$ cat src/rtl/vga_timing_prog.sv
// Runtime-programmable raster timing generator with scaled framebuffer addressing.
// X/Y/POS registered; DE/H_SYNC/V_SYNC/FRAME_START trail them by LAT cycles.
module vga_timing_prog #(
  parameter int XSZ     = 12,
  parameter int YSZ     = 11,
  parameter int POSSZ   = 19,
  parameter int LAT     = 2,
  parameter int DEF_HA  = 640,
  parameter int DEF_HFP = 16,
  parameter int DEF_HS  = 96,
  parameter int DEF_HBP = 48,
  parameter int DEF_VA  = 480,
  parameter int DEF_VFP = 10,
  parameter int DEF_VS  = 2,
  parameter int DEF_VBP = 33
) (
  input  logic             CLK,
  input  logic             RST,
  input  logic             CFG_WE,
  input  logic [3:0]       CFG_ADDR,
  input  logic [XSZ-1:0]   CFG_DATA,
  output logic             CFG_PENDING,
  output logic [XSZ-1:0]   X,
  output logic [YSZ-1:0]   Y,
  output logic [POSSZ-1:0] POS,
  output logic             DE,
  output logic             H_SYNC,
  output logic             V_SYNC,
  output logic             FRAME_START
);

  localparam logic [XSZ-1:0] D_HA    = XSZ'(DEF_HA);
  localparam logic [XSZ-1:0] D_HFP   = XSZ'(DEF_HFP);
  localparam logic [XSZ-1:0] D_HS    = XSZ'(DEF_HS);
  localparam logic [XSZ-1:0] D_HBP   = XSZ'(DEF_HBP);
  localparam logic [YSZ-1:0] D_VA    = YSZ'(DEF_VA);
  localparam logic [YSZ-1:0] D_VFP   = YSZ'(DEF_VFP);
  localparam logic [YSZ-1:0] D_VS    = YSZ'(DEF_VS);
  localparam logic [YSZ-1:0] D_VBP   = YSZ'(DEF_VBP);
  localparam logic [3:0]     D_CTRL  = 4'b0011;
  localparam logic [XSZ-1:0] D_HLAST = XSZ'(DEF_HA + DEF_HFP + DEF_HS + DEF_HBP - 1);
  localparam logic [YSZ-1:0] D_VLAST = YSZ'(DEF_VA + DEF_VFP + DEF_VS + DEF_VBP - 1);
  localparam logic [3:0]     PIPE_RST = {1'b0, D_CTRL[0], D_CTRL[1], 1'b0};

  logic [XSZ-1:0]   ha, hfp, hs, hbp, sh_ha, sh_hfp, sh_hs, sh_hbp;
  logic [XSZ-1:0]   sh_ha_n, sh_hfp_n, sh_hs_n, sh_hbp_n;
  logic [YSZ-1:0]   va, vfp, vs, vbp, sh_va, sh_vfp, sh_vs, sh_vbp;
  logic [YSZ-1:0]   sh_va_n, sh_vfp_n, sh_vs_n, sh_vbp_n;
  logic [3:0]       ctrl, sh_ctrl, sh_ctrl_n;
  logic [XSZ-1:0]   h_last;
  logic [YSZ-1:0]   v_last;
  logic             wr_ok, line_end, commit;
  logic [XSZ-1:0]   hs_start, hs_stop;
  logic [YSZ-1:0]   vs_start, vs_stop;
  logic             vis, hs_raw, vs_raw;
  logic [1:0]       s_mask, xs;
  logic             xs_full, y_full;
  logic [POSSZ-1:0] lbase, pos_inc;
  logic [3:0]       raw;

  // Next shadow value, so a write on the commit cycle is folded into the commit.
  always_comb begin
    sh_ha_n  = sh_ha;  sh_hfp_n = sh_hfp; sh_hs_n = sh_hs; sh_hbp_n = sh_hbp;
    sh_va_n  = sh_va;  sh_vfp_n = sh_vfp; sh_vs_n = sh_vs; sh_vbp_n = sh_vbp;
    sh_ctrl_n = sh_ctrl;
    wr_ok = 1'b0;
    if (CFG_WE) begin
      case (CFG_ADDR)
        4'd0: if (CFG_DATA != '0) begin sh_ha_n = CFG_DATA; wr_ok = 1'b1; end
        4'd1: begin sh_hfp_n = CFG_DATA; wr_ok = 1'b1; end
        4'd2: begin sh_hs_n  = CFG_DATA; wr_ok = 1'b1; end
        4'd3: begin sh_hbp_n = CFG_DATA; wr_ok = 1'b1; end
        4'd4: if (CFG_DATA[YSZ-1:0] != '0) begin sh_va_n = CFG_DATA[YSZ-1:0]; wr_ok = 1'b1; end
        4'd5: begin sh_vfp_n = CFG_DATA[YSZ-1:0]; wr_ok = 1'b1; end
        4'd6: begin sh_vs_n  = CFG_DATA[YSZ-1:0]; wr_ok = 1'b1; end
        4'd7: begin sh_vbp_n = CFG_DATA[YSZ-1:0]; wr_ok = 1'b1; end
        4'd8: begin sh_ctrl_n = CFG_DATA[3:0]; wr_ok = 1'b1; end
        default: ;
      endcase
    end
  end

  assign line_end = (X == h_last);
  assign commit   = line_end && (Y == v_last);

  always_ff @(posedge CLK or posedge RST) begin
    if (RST) begin
      {sh_ha, sh_hfp, sh_hs, sh_hbp} <= {D_HA, D_HFP, D_HS, D_HBP};
      {sh_va, sh_vfp, sh_vs, sh_vbp} <= {D_VA, D_VFP, D_VS, D_VBP};
      {ha, hfp, hs, hbp}             <= {D_HA, D_HFP, D_HS, D_HBP};
      {va, vfp, vs, vbp}             <= {D_VA, D_VFP, D_VS, D_VBP};
      sh_ctrl     <= D_CTRL;
      ctrl        <= D_CTRL;
      h_last      <= D_HLAST;
      v_last      <= D_VLAST;
      CFG_PENDING <= 1'b0;
    end else begin
      {sh_ha, sh_hfp, sh_hs, sh_hbp} <= {sh_ha_n, sh_hfp_n, sh_hs_n, sh_hbp_n};
      {sh_va, sh_vfp, sh_vs, sh_vbp} <= {sh_va_n, sh_vfp_n, sh_vs_n, sh_vbp_n};
      sh_ctrl <= sh_ctrl_n;
      if (commit) begin
        {ha, hfp, hs, hbp} <= {sh_ha_n, sh_hfp_n, sh_hs_n, sh_hbp_n};
        {va, vfp, vs, vbp} <= {sh_va_n, sh_vfp_n, sh_vs_n, sh_vbp_n};
        ctrl        <= sh_ctrl_n;
        h_last      <= sh_ha_n + sh_hfp_n + sh_hs_n + sh_hbp_n - 1'b1;
        v_last      <= sh_va_n + sh_vfp_n + sh_vs_n + sh_vbp_n - 1'b1;
        CFG_PENDING <= 1'b0;
      end else if (wr_ok) begin
        CFG_PENDING <= 1'b1;
      end
    end
  end

  always_ff @(posedge CLK or posedge RST) begin
    if (RST) begin
      X <= '0;
      Y <= '0;
    end else if (line_end) begin
      X <= '0;
      Y <= (Y == v_last) ? '0 : Y + 1'b1;
    end else begin
      X <= X + 1'b1;
    end
  end

  assign hs_start = ha + hfp;
  assign hs_stop  = hs_start + hs;
  assign vs_start = va + vfp;
  assign vs_stop  = vs_start + vs;
  assign vis      = (X < ha) && (Y < va);
  assign hs_raw   = (X >= hs_start) && (X < hs_stop);
  assign vs_raw   = (Y >= vs_start) && (Y < vs_stop);

  // Scale shift 3 behaves as 2, so the group mask is at most 2'b11.
  assign s_mask  = (ctrl[3:2] == 2'd0) ? 2'b00 : (ctrl[3:2] == 2'd1) ? 2'b01 : 2'b11;
  assign xs_full = (xs == s_mask);
  assign y_full  = ((Y[1:0] & s_mask) == s_mask);
  assign pos_inc = (vis && xs_full) ? POS + 1'b1 : POS;

  always_ff @(posedge CLK or posedge RST) begin
    if (RST) begin
      POS   <= '0;
      lbase <= '0;
      xs    <= '0;
    end else if (commit) begin
      POS   <= '0;
      lbase <= '0;
      xs    <= '0;
    end else if (line_end) begin
      xs <= '0;
      if ((Y < va) && y_full) begin
        lbase <= pos_inc;
        POS   <= pos_inc;
      end else begin
        POS <= lbase;
      end
    end else if (vis) begin
      xs  <= xs_full ? 2'b00 : xs + 1'b1;
      POS <= pos_inc;
    end
  end

  assign raw = {vis, hs_raw ^ ctrl[0], vs_raw ^ ctrl[1], (X == '0) && (Y == '0)};

  generate
    if (LAT == 0) begin : g_nolat
      assign {DE, H_SYNC, V_SYNC, FRAME_START} = raw;
    end else begin : g_lat
      logic [3:0] pipe [LAT];
      always_ff @(posedge CLK or posedge RST) begin
        if (RST) begin
          for (int i = 0; i < LAT; i++) pipe[i] <= PIPE_RST;
        end else begin
          pipe[0] <= raw;
          for (int i = 1; i < LAT; i++) pipe[i] <= pipe[i-1];
        end
      end
      assign {DE, H_SYNC, V_SYNC, FRAME_START} = pipe[LAT-1];
    end
  endgenerate

endmodule

$ cat config.mk
export PLATFORM = sky130hd
export DESIGN_NAME = vga_timing_prog
export DESIGN_NICKNAME = d
export VERILOG_FILES = /design/src/rtl/vga_timing_prog.sv
export SDC_FILE = /design/constraint.sdc
export NUM_CORES = 1
export LEC_CHECK = 0
export CAP_MARGIN = 20
export CORE_MARGIN = 2
export CORE_UTILIZATION = 30
export CTS_CLUSTER_SIZE = 28
export DETAILED_ROUTE_END_ITERATION = 10
export SLEW_MARGIN = 20
export SYNTH_ARGS = -nofsm -noshare
export SYNTH_HDL_FRONTEND = slang
export SYNTH_SLANG_ARGS = --single-unit
$ cat constraint.sdc
create_clock -name CLK -period 25 [get_ports CLK]
set_input_delay 6.25 -clock CLK [delete_from_list [all_inputs] [get_ports CLK]]
set_output_delay 6.25 -clock CLK [all_outputs]
set_load 0.1 [all_outputs]
-- Word-level counts from Yosys, hierarchy flattened
Index checks and enable logic that the tools add are counted.
- reductions and logical operators: 17
- $add $sub $neg: 16
- bitwise gates (word level): 3
- magnitude comparators: 6
- multiplexer cells: 41
- equality and inequality tests: 13
- operator list (kind ; number):
    $mux 19 ; 7
    $mux 12 ; 10
    $mux 11 ; 10
    $add 12x12->12 ; 5
    $add 11x11->11 ; 5
    $lt 12x12->1 ; 2
    $lt 11x11->1 ; 2
    $add 19x1->19 const B ; 1
    $eq 4x3->1 const B ; 4
    $add 12x1->12 const B ; 1
    $eq 12x12->1 ; 1
    $ge 12x12->1 ; 1
    $logic_not 12->1 ; 1
    $mux 2 ; 6
    $reduce_bool 12->1 ; 1
    $sub 12x1->12 const B ; 1
    $add 11x1->11 const B ; 1
    $eq 11x11->1 ; 1
    $ge 11x11->1 ; 1
    $logic_not 11->1 ; 1
    $reduce_bool 11->1 ; 1
    $sub 11x1->11 const B ; 1
    $eq 4x2->1 const B ; 2
    $mux 4 ; 2
    other kinds (15) ; 28
- logic and storage cells: 122
- input bits: 19
- flip-flop bits (word level): 264
- output and inout bits: 47

-- Logic depth before layout (Yosys ltp)
Gate-level depths: netlist of run 1.
- depth after elaboration: 9
- mapped depth: 22
- depth with buffers taken out: 21

-- Worst setup path before layout of run 1
No wires, ideal clock.
- path kind: input-to-reg
- start point: in CFG_DATA[3]
- end point: reg h_last[11]
- stages on the path: 20
- required time: 24875 ps
- library setup time: 125 ps
- data arrival time: 10754 ps
- buffers on the path: 2
- setup slack: 14121 ps
- cell sequence: clkbuf_1 -> nor4_1 -> nand3_1 -> o21a_1 -> buf_2 -> mux2i_1 -> ha_1 -> fa_1 -> fa_1 -> inv_1 -> ha_1 -> fa_1 -> a21o_1 -> a221o_1 -> o21ai_0 -> nand2b_1 -> a21oi_1 -> o21ai_1 -> xnor2_1 -> mux2_2
- cells in the longest elaborated chain, start to end: 8
- RTL lines (item ; line ; text):
    start: declaration ; 21 ; input logic [XSZ-1:0] CFG_DATA,
    $reduce_bool 12->1 ; 69 ; 4'd0: if (CFG_DATA != '0) begin sh_ha_n = CFG_DATA; wr_ok = 1'b1; end
    $mux 12 ; 69 ;
    $mux 12 ; 68 ; case (CFG_ADDR)
    $mux 12 ; 67 ; if (CFG_WE) begin
    $add 12x12->12 (2 in series) ; 105 ; h_last <= sh_ha_n + sh_hfp_n + sh_hs_n + sh_hbp_n - 1'b1;
    $add 12x12->12 (*) ; 105 ;
    $sub 12x1->12 (*) ; 105 ;
    end signal: assignment ; 105 ;
    end: declaration ; 50 ; logic [XSZ-1:0] h_last;
Every way passes the cells marked *; elsewhere a longest branch is shown, timed or not.
A chain may end at the register's enable or synchronous reset.

-- Worst setup path after layout of run 1
- start point: in CFG_ADDR[2]
- end point: reg h_last[11]
- cells in the longest elaborated chain, start to end: 7
- RTL lines (item ; line ; text):
    start: declaration ; 20 ; input logic [3:0] CFG_ADDR,
    $eq 4x1->1 / $logic_not 4->1 (equally long branches) ; 68 ;
    $mux 12 ; 68 ;
    $mux 12 ; 67 ;
    $add 12x12->12 (2 in series) ; 105 ;
    $add 12x12->12 (*) ; 105 ;
    $sub 12x1->12 (*) ; 105 ;
Marks and branches as above.

==> results of run 1 <==
## how the worst max path moves through the flow
stage,startpoint,to,slack (ns),cells past startpoint
detailed placement,CFG_ADDR[2],h_last[11]$_DFFE_PP0P_,12.97,19
global placement,CFG_DATA[3],h_last[11]$_DFFE_PP0P_,13.08,19
floorplan,RST,CFG_PENDING$_DFFE_PP0P_,11.56,1
global route,CFG_ADDR[2],h_last[11]$_DFFE_PP0P_,13.29,19
finish,CFG_ADDR[2],h_last[11]$_DFFE_PP0P_,13.54,19
CTS,CFG_ADDR[2],h_last[11]$_DFFE_PP0P_,13.61,19
## logic make-up after synthesis
kind of cell | Yosys count
AOI/OAI and AO/OA | 292
and+or+nand+nor | 392
xor gates and xnor gates | 128
adders and majority gates | 202
buffers and inverters | 247
muxes | 99
DFF | 264
## routing by layer
layer  wire length, µm  global-route usage, %  vias to the layer above  share of wire, %
met5                 0                      0                        -                 0
met4               958                   3.82                        0               2.3
met3              1350                   1.95                       50               3.3
met2             18300                   24.0                      175                45
met1             20200                   20.9                     5593                50
li1                  -                      -                     5584                 -
## cells in the mapped netlist (24+ instances only)
cell type  count  share of area [%]
a21o_1        29                1.3
xnor2_1       58                3.1
nand2_1      203                4.7
fa_1          44                5.5
dfstp_2       46                7.5
mux2_2        38                2.7
nand3_1       30               0.93
inv_1        191                4.4
dfrtp_1      218                 34
nor2_1        54                1.3
ha_1         158                 12
o21ai_1       24               0.74
mux2i_1       59                3.7
xor2_1        68                3.7
a21oi_1       65                2.0
clkbuf_1      44                1.0
o21ai_0      115                3.6
## cell type report
| type | count | area [µm²] |
|---|---|---|
| multi-input combinational | 1113 | 8580 |
| clock buffer | 41 | 812 |
| clock inverter | 15 | 195 |
| timing repair buffer | 76 | 733 |
| inverter | 193 | 732 |
| fill | 5367 | 34900 |
| sequential | 264 | 6660 |
| tap | 696 | 871 |
## power breakdown
group / switching (mW) / internal [mW]
registers: 0.0165 / 0.472
logic: 0.417 / 0.304
clock network: 0.192 / 0.260
total: 0.625 / 1.04
## state kept, by name, summed over array words and instances, names as in the netlist, 12 cells and up
signal  flops
sh_hs      12
hs         12
X          12
POS        19
sh_hbp     12
ha         12
sh_hfp     12
sh_ha      12
h_last     12
hfp        12
lbase      19
## worst max-delay path, delay by kind of cell
kind	cells	cell delay (ns)
fa+ha+maj	5	1.92
compound gates	6	1.67
simple gates	3	0.73
mux	2	0.65
buf+inv	2	0.59
xor+xnor	1	0.13
## placed cells by master, fill, tap and decap left out, drive strengths merged, types with 9 or more instances in the layout
master           n
dfrtp          218
nand2          203
inv            194
ha             158
o21ai          139
xor2            68
a21oi           65
clkdlybuf4s50   65
xnor2           60
mux2i           59
nor2            54
dfstp           46
fa              44
clkbuf          41
mux2            40
nand3           30
a21o            29
nand4           23
and3            16
nor3            14
buf             11
a211oi           9
o211ai           9
nand2b           9
nor4             9
==> impl_results.md, run 1 <==
* Fin Setup TNS at 0 ns
* Syn Std Cell Area at 16100 µm²
* Post-route cell area at 18600 µm²
* PostCTS Resize Cnt at 0
* Max-Cap Viols at 0
* Crit-path cells: clkdlybuf4s50_1 > nor3b_1 > and2_1 > o21a_1 > mux2i_1 > ha_1 > fa_1 > fa_1 > inv_1 > ha_1 > fa_1 > a21o_1 > a221o_1 > o21ai_0 > nand2b_1 > a21oi_1 > o21ai_1 > xnor2_1 > mux2_2
* Largest family of logic cells by synthesized area: adder cells
* Pin count of the biggest net entering global routing at 109
* RR Startpoint: ha[0]$_DFFE_PP0P_
* Post-Synth XOR/XNOR Area at 7.04%
* H-tree levels at 1
* Yosys Warn Count at 0
* Global-route wire length before repair at 65600 µm
* Synth cell types at 62
* Vias in the first global route at 11923
* Placed cell area at 17600 µm²
* Hold wc startpoint: g_lat.pipe[4]$_DFF_PP0_
* Final Slew Violations at 0
* Total wire length at 40800 µm
* Full die area at 55700 µm²
* Worst slew margin at 21.7%
* Yosys reg bits at 264
* Max VDD drop at 0.0643 mV
* Number of remaining DRC errors at 0
* Worst reg2reg path endpoint: g_lat.pipe[6]$_DFF_PP1_
* CORE AREA at 53500 µm²
* Crit path launch type: input pin
* Final Util at 34.7%
* Final period util at 45.8%
* Post-Synth Simple-Gate Area at 11.1%
* Worst Skew at 0.0447 ns
* CTS tree: done
* Port Buffers at 65
* Leakage Power at 9.25 nW
* Syn Nets at 1845
* Worst hold slack at 0.354 ns
* Total GRT Usage at 14.8%
* Synth Area in Compound Gates at 10.6%
* CP peak stage delay at 0.64 ns
* Synth Instances at 1624
* CP endpoint kind: flop
* EDFF count, synth at 0
* R2R Setup Slk at 20.14 ns
* Layout cells sized above 1 at 9.28%
* Post-synthesis sequential area ratio at 41.3%
* Die width at 236 µm
* Clock transition at the registers of the reported paths at 0.06 ns
* Diodes inserted at 0
* Post-layout min period at 11.46 ns
* Cell area power density at 89.4 nW/µm²
* Initial DRC count at 501
* Worst-path maximum fanout at 11
* GPL Wtd Cong at 0.826
* Mux share of post-synthesis cell area at 6.47%
* Worst Hold Depth at 0
* Drt via density at 4.75
* Unrepaired setup endpoints after global routing: no
* Post-CTS Setup Inserts at 0
* Slew @ Worst Pin at 1.17 ns
* Ports at 66
* # rows at 85
* Pre-CTS WS at 12.97 ns
* Clock Tree Root: clkbuf_16
* Hold crit path type: flop to flop
* DRT antenna net count at 0
* Final hold vios at 0
* Post-route setup slack at 13.54 ns
* Post-CTS Hold Fix Bufs at 0
* Dpl cells at 2342
* Bufs on Longest Clock Path at 3
* CP Data Arrival Time at 11.95 ns
* Top cell by count, worst path: fa_1
* Initial antenna violation count at 0
* Status: finished clean
* Setup violations, final at 0
* Fmax at 0.0873 GHz
* DRT Pass-1 Iters at 5
* Routed WL per cell at 17.0 µm
* R2R cell count at 21
* Vias at 11402
* Synth-to-Final Area Change at 15.2%
* Die H at 236 µm
* Total power at 1.66 mW
* Final #Nets at 1899
* Post-route insts no fill at 2398
* Total grt overflow at 0
* Hold EP: FRAME_START$_DFF_PP0_
* Synth Flop Type: dfrtp_1
* CP max-delay cell: o21a_1
* Clock sinks at 264
* Syn_area_per_cell at 9.94 µm²
* Hpwl dp at 30200 µm
* Number of buffers created by CTS at 30
* Initial Util at 30.2%
* Asr flop ratio synth at 100%
* Adder-cell share of the synthesized area at 17.7%
* CP Data Required Time at 25.49 ns
* Crit path kind: input pin to flop
* Worst-Skew Late Latency at 0.61 ns
No activity file was read; power rests on OpenSTA's default activity.
==> inputs of run 2 (changes only) <==
- clock period: 25 -> 10.3 ns (I/O delays scaled with it)
==> run 2 against run 1 <==
Compared with the run above:
- combinational power is 140% higher
- clock skew is 0.031 ns lower
- design area is 0.18% higher
- clock power increased by 150%
- die area unchanged
- clock-buffer cell count is 6 higher
- worst hold slack better by 0.0023 ns
- register-to-register slack got worse by 15 ns
- first-iteration DRC count down 1.2%
- critical endpoint unchanged
- largest cell class unchanged
==> impl_results.md, run 2 (synthesized netlist as in run 1, its figures left out) <==
* Post-CTS Setup Inserts at 0 (unchanged)
* Biggest regs: POS (19), lbase (19)
* GPL Wtd Cong at 0.832 (+0.67%)
* Number of buffers created by CTS at 31 (+3.3%)
* Worst hold slack at 0.356 ns (+0.00227 ns)
* Setup violations, final at 0 (unchanged)
* Internal power at 2.54 mW (+140%)
* Pin count of the biggest net entering global routing at 111 (+1.8%)
* Max VDD drop at 0.146 mV (+130%)
* Most frequent cells in the layout: 218 x dfrtp_1, 202 x nand2_1, 190 x inv_1
* Ports at 66 (unchanged)
* Final Slew Violations at 0 (unchanged)
* Final period util at 75.4%
* Area of the multi-input gates at 8590 µm² (about the same)
* Top cell by count, worst path: fa_1
* Post-route setup slack at 2.53 ns (-11.01 ns)
* Leakage Power at 9.28 nW (+0.24%)
* Post-layout min period at 7.77 ns
* Flop pwr share at 29.4% (about the same)
* Unrepaired setup endpoints after global routing: no
* Layout cells sized above 1 at 9.39% (+0.11 points)
* Hpwl dp at 30200 µm (about the same)
* Largest delay share family, worst path: adder cells
* Drt via density at 4.80 (+0.89%)
* Initial Util at 30.2% (unchanged)
* Post-CTS Hold Fix Bufs at 0 (unchanged)
* Post-route insts no fill at 2401 (+0.13%)
* Worst Skew at 0.0142 ns (-0.0305 ns)
* CP endpoint kind: flop
* Initial antenna violation count at 0 (unchanged)
* Switch Pwr at 1.50 mW (+140%)
* Total power at 4.03 mW (+140%)
* Final Util at 34.8% (+0.063 points)
* Filler cells at 5367 (unchanged)
* Routed WL per cell at 17.0 µm (+0.16%)
* Pre-CTS WS at 1.92 ns (-11.05 ns)
* Leading cell type in the layout, fill and taps excluded: dfrtp_1
* Slew @ Worst Pin at 1.12 ns (-0.0489 ns)
* Crit-path cells: clkdlybuf4s50_1 > nor3b_1 > and2_1 > o21a_1 > mux2i_1 > ha_1 > fa_1 > fa_1 > inv_1 > ha_1 > fa_1 > a21o_1 > a221o_1 > o21ai_0 > nand2b_1 > a21oi_1 > o21ai_1 > xnor2_1 > mux2_2
* CP Data Arrival Time at 8.25 ns (-3.70 ns)
* PostCTS Resize Cnt at 0 (unchanged)
* Cell area power density at 217 nW/µm² (+140%)
* Clock network power share at 27.6% (+0.4 points)
* Vias in the first global route at 11796 (-1.1%)
* Dpl cells at 2342 (unchanged)
* Fmax at 0.129 GHz
* Worst-path maximum fanout at 11 (unchanged)
* Initial DRC count at 495 (-1.2%)
* DRT antenna net count at 0 (unchanged)
* DRT Pass-1 Iters at 5 (unchanged)
* CP peak stage delay at 0.62 ns (-0.02 ns)
* Post-route cell area at 18600 µm² (+0.18%)
* # rows at 85 (unchanged)
* CP Data Required Time at 10.79 ns (-14.70 ns)
* Total wire length at 40900 µm (+0.28%)
* Clock Tree Root: clkbuf_16
* H-tree levels at 1 (unchanged)
* Die width at 236 µm (unchanged)
* Full die area at 55700 µm² (unchanged)
* Clock transition at the registers of the reported paths at 0.06 ns (about the same)
* Reg area at 6660 µm² (unchanged)
* Bufs on Longest Clock Path at 3 (unchanged)
* Crit path launch type: input pin
* Status: finished clean
* CORE AREA at 53500 µm² (unchanged)
* Crit path kind: input pin to flop
* CP max-delay cell: o21a_1
* CTS tree: done
* Number of remaining DRC errors at 0 (unchanged)
* Total grt overflow at 0 (unchanged)
* Final #Nets at 1900 (+0.053%)
* Worst slew margin at 25.3% (+3.6 points)
* Total GRT Usage at 15.0% (+0.17 points)
* Net Sw Frac at 37.2% (-0.45 points)
* Vias at 11518 (+1.0%)
* Final hold vios at 0 (unchanged)
* Clock sinks at 264 (unchanged)
* Fin Setup TNS at 0 ns (unchanged)
* Die H at 236 µm (unchanged)
* Global-route wire length before repair at 66600 µm (+1.5%)
* Worst-Skew Late Latency at 0.60 ns (about the same)
* Crit path buf inv count at 2 (unchanged)
* Gate power share at 42.9% (-0.5 points)
* Hold crit path type: flop to flop
* Port Buffers at 65 (unchanged)
* Synth-to-Final Area Change at 15.4%
* Placed cell area at 17600 µm² (unchanged)
* Max-Cap Viols at 0 (unchanged)
run 2: changes by cell type in the layout (fill, tap and decap cells not counted), sizes merged:
cell      delta
bufinv       -1
clkinv       -2
clkinvlp     -1
diode        +1
clkbuf       +6
run 2: per-layer routing:
layer	GRT usage [%]	up-vias	part of all wire, %
li1	-	5582	-
met4	3.40	0	2.1
met5	0	-	0
met1	21.6	5715	50
met2	23.9	162	45
met3	2.00	59	3.1
run 2: cell type report:
| class | instances | area share, % |
|---|---|---|
| multi-input combinational | 1113 | 46.1 |
| sequential | 264 | 35.8 |
| clock buffer | 47 | 4.81 |
| tap | 696 | 4.68 |
| timing repair buffer | 76 | 3.98 |
| inverter | 193 | 3.93 |
| clock inverter | 11 | 0.699 |
| antenna | 1 | 0.0134 |
run 2: final timing paths:
check	from	end	slack (ns)	cells after the start
max in group asynchronous	RST	sh_vs[9]$_DFF_PP0_	6.52	3
hold reg to reg	g_lat.pipe[4]$_DFF_PP0_	FRAME_START$_DFF_PP0_	0.36	0
setup / recovery	CFG_ADDR[2]	h_last[11]$_DFFE_PP0P_	2.53	19
hold / removal	g_lat.pipe[4]$_DFF_PP0_	FRAME_START$_DFF_PP0_	0.36	0
min in group asynchronous	RST	Y[0]$_DFFE_PP0N_	2.55	2
setup reg to reg	ha[0]$_DFFE_PP0P_	g_lat.pipe[6]$_DFF_PP1_	5.38	21
run 2: power by group through the flow:
| stage | logic [mW] | clock network, mW | registers, mW |
|---|---|---|---|
| floorplan | 1.28 | 0 | 1.27 |
| global placement | 1.73 | 0 | 1.20 |
| detailed placement | 1.75 | 0 | 1.20 |
| CTS | 1.76 | 1.14 | 1.19 |
| global route | 2.00 | 1.19 | 1.20 |
| finish | 1.73 | 1.12 | 1.19 |
run 2: worst register-to-register path, delay by kind of cell, from the launching register on:
family / cells / cell delay, ns
compound gates: 13 / 2.60
xor+xnor: 2 / 0.32
fa+ha+maj: 4 / 1.32
flops: 1 / 0.42
simple gates: 2 / 0.18
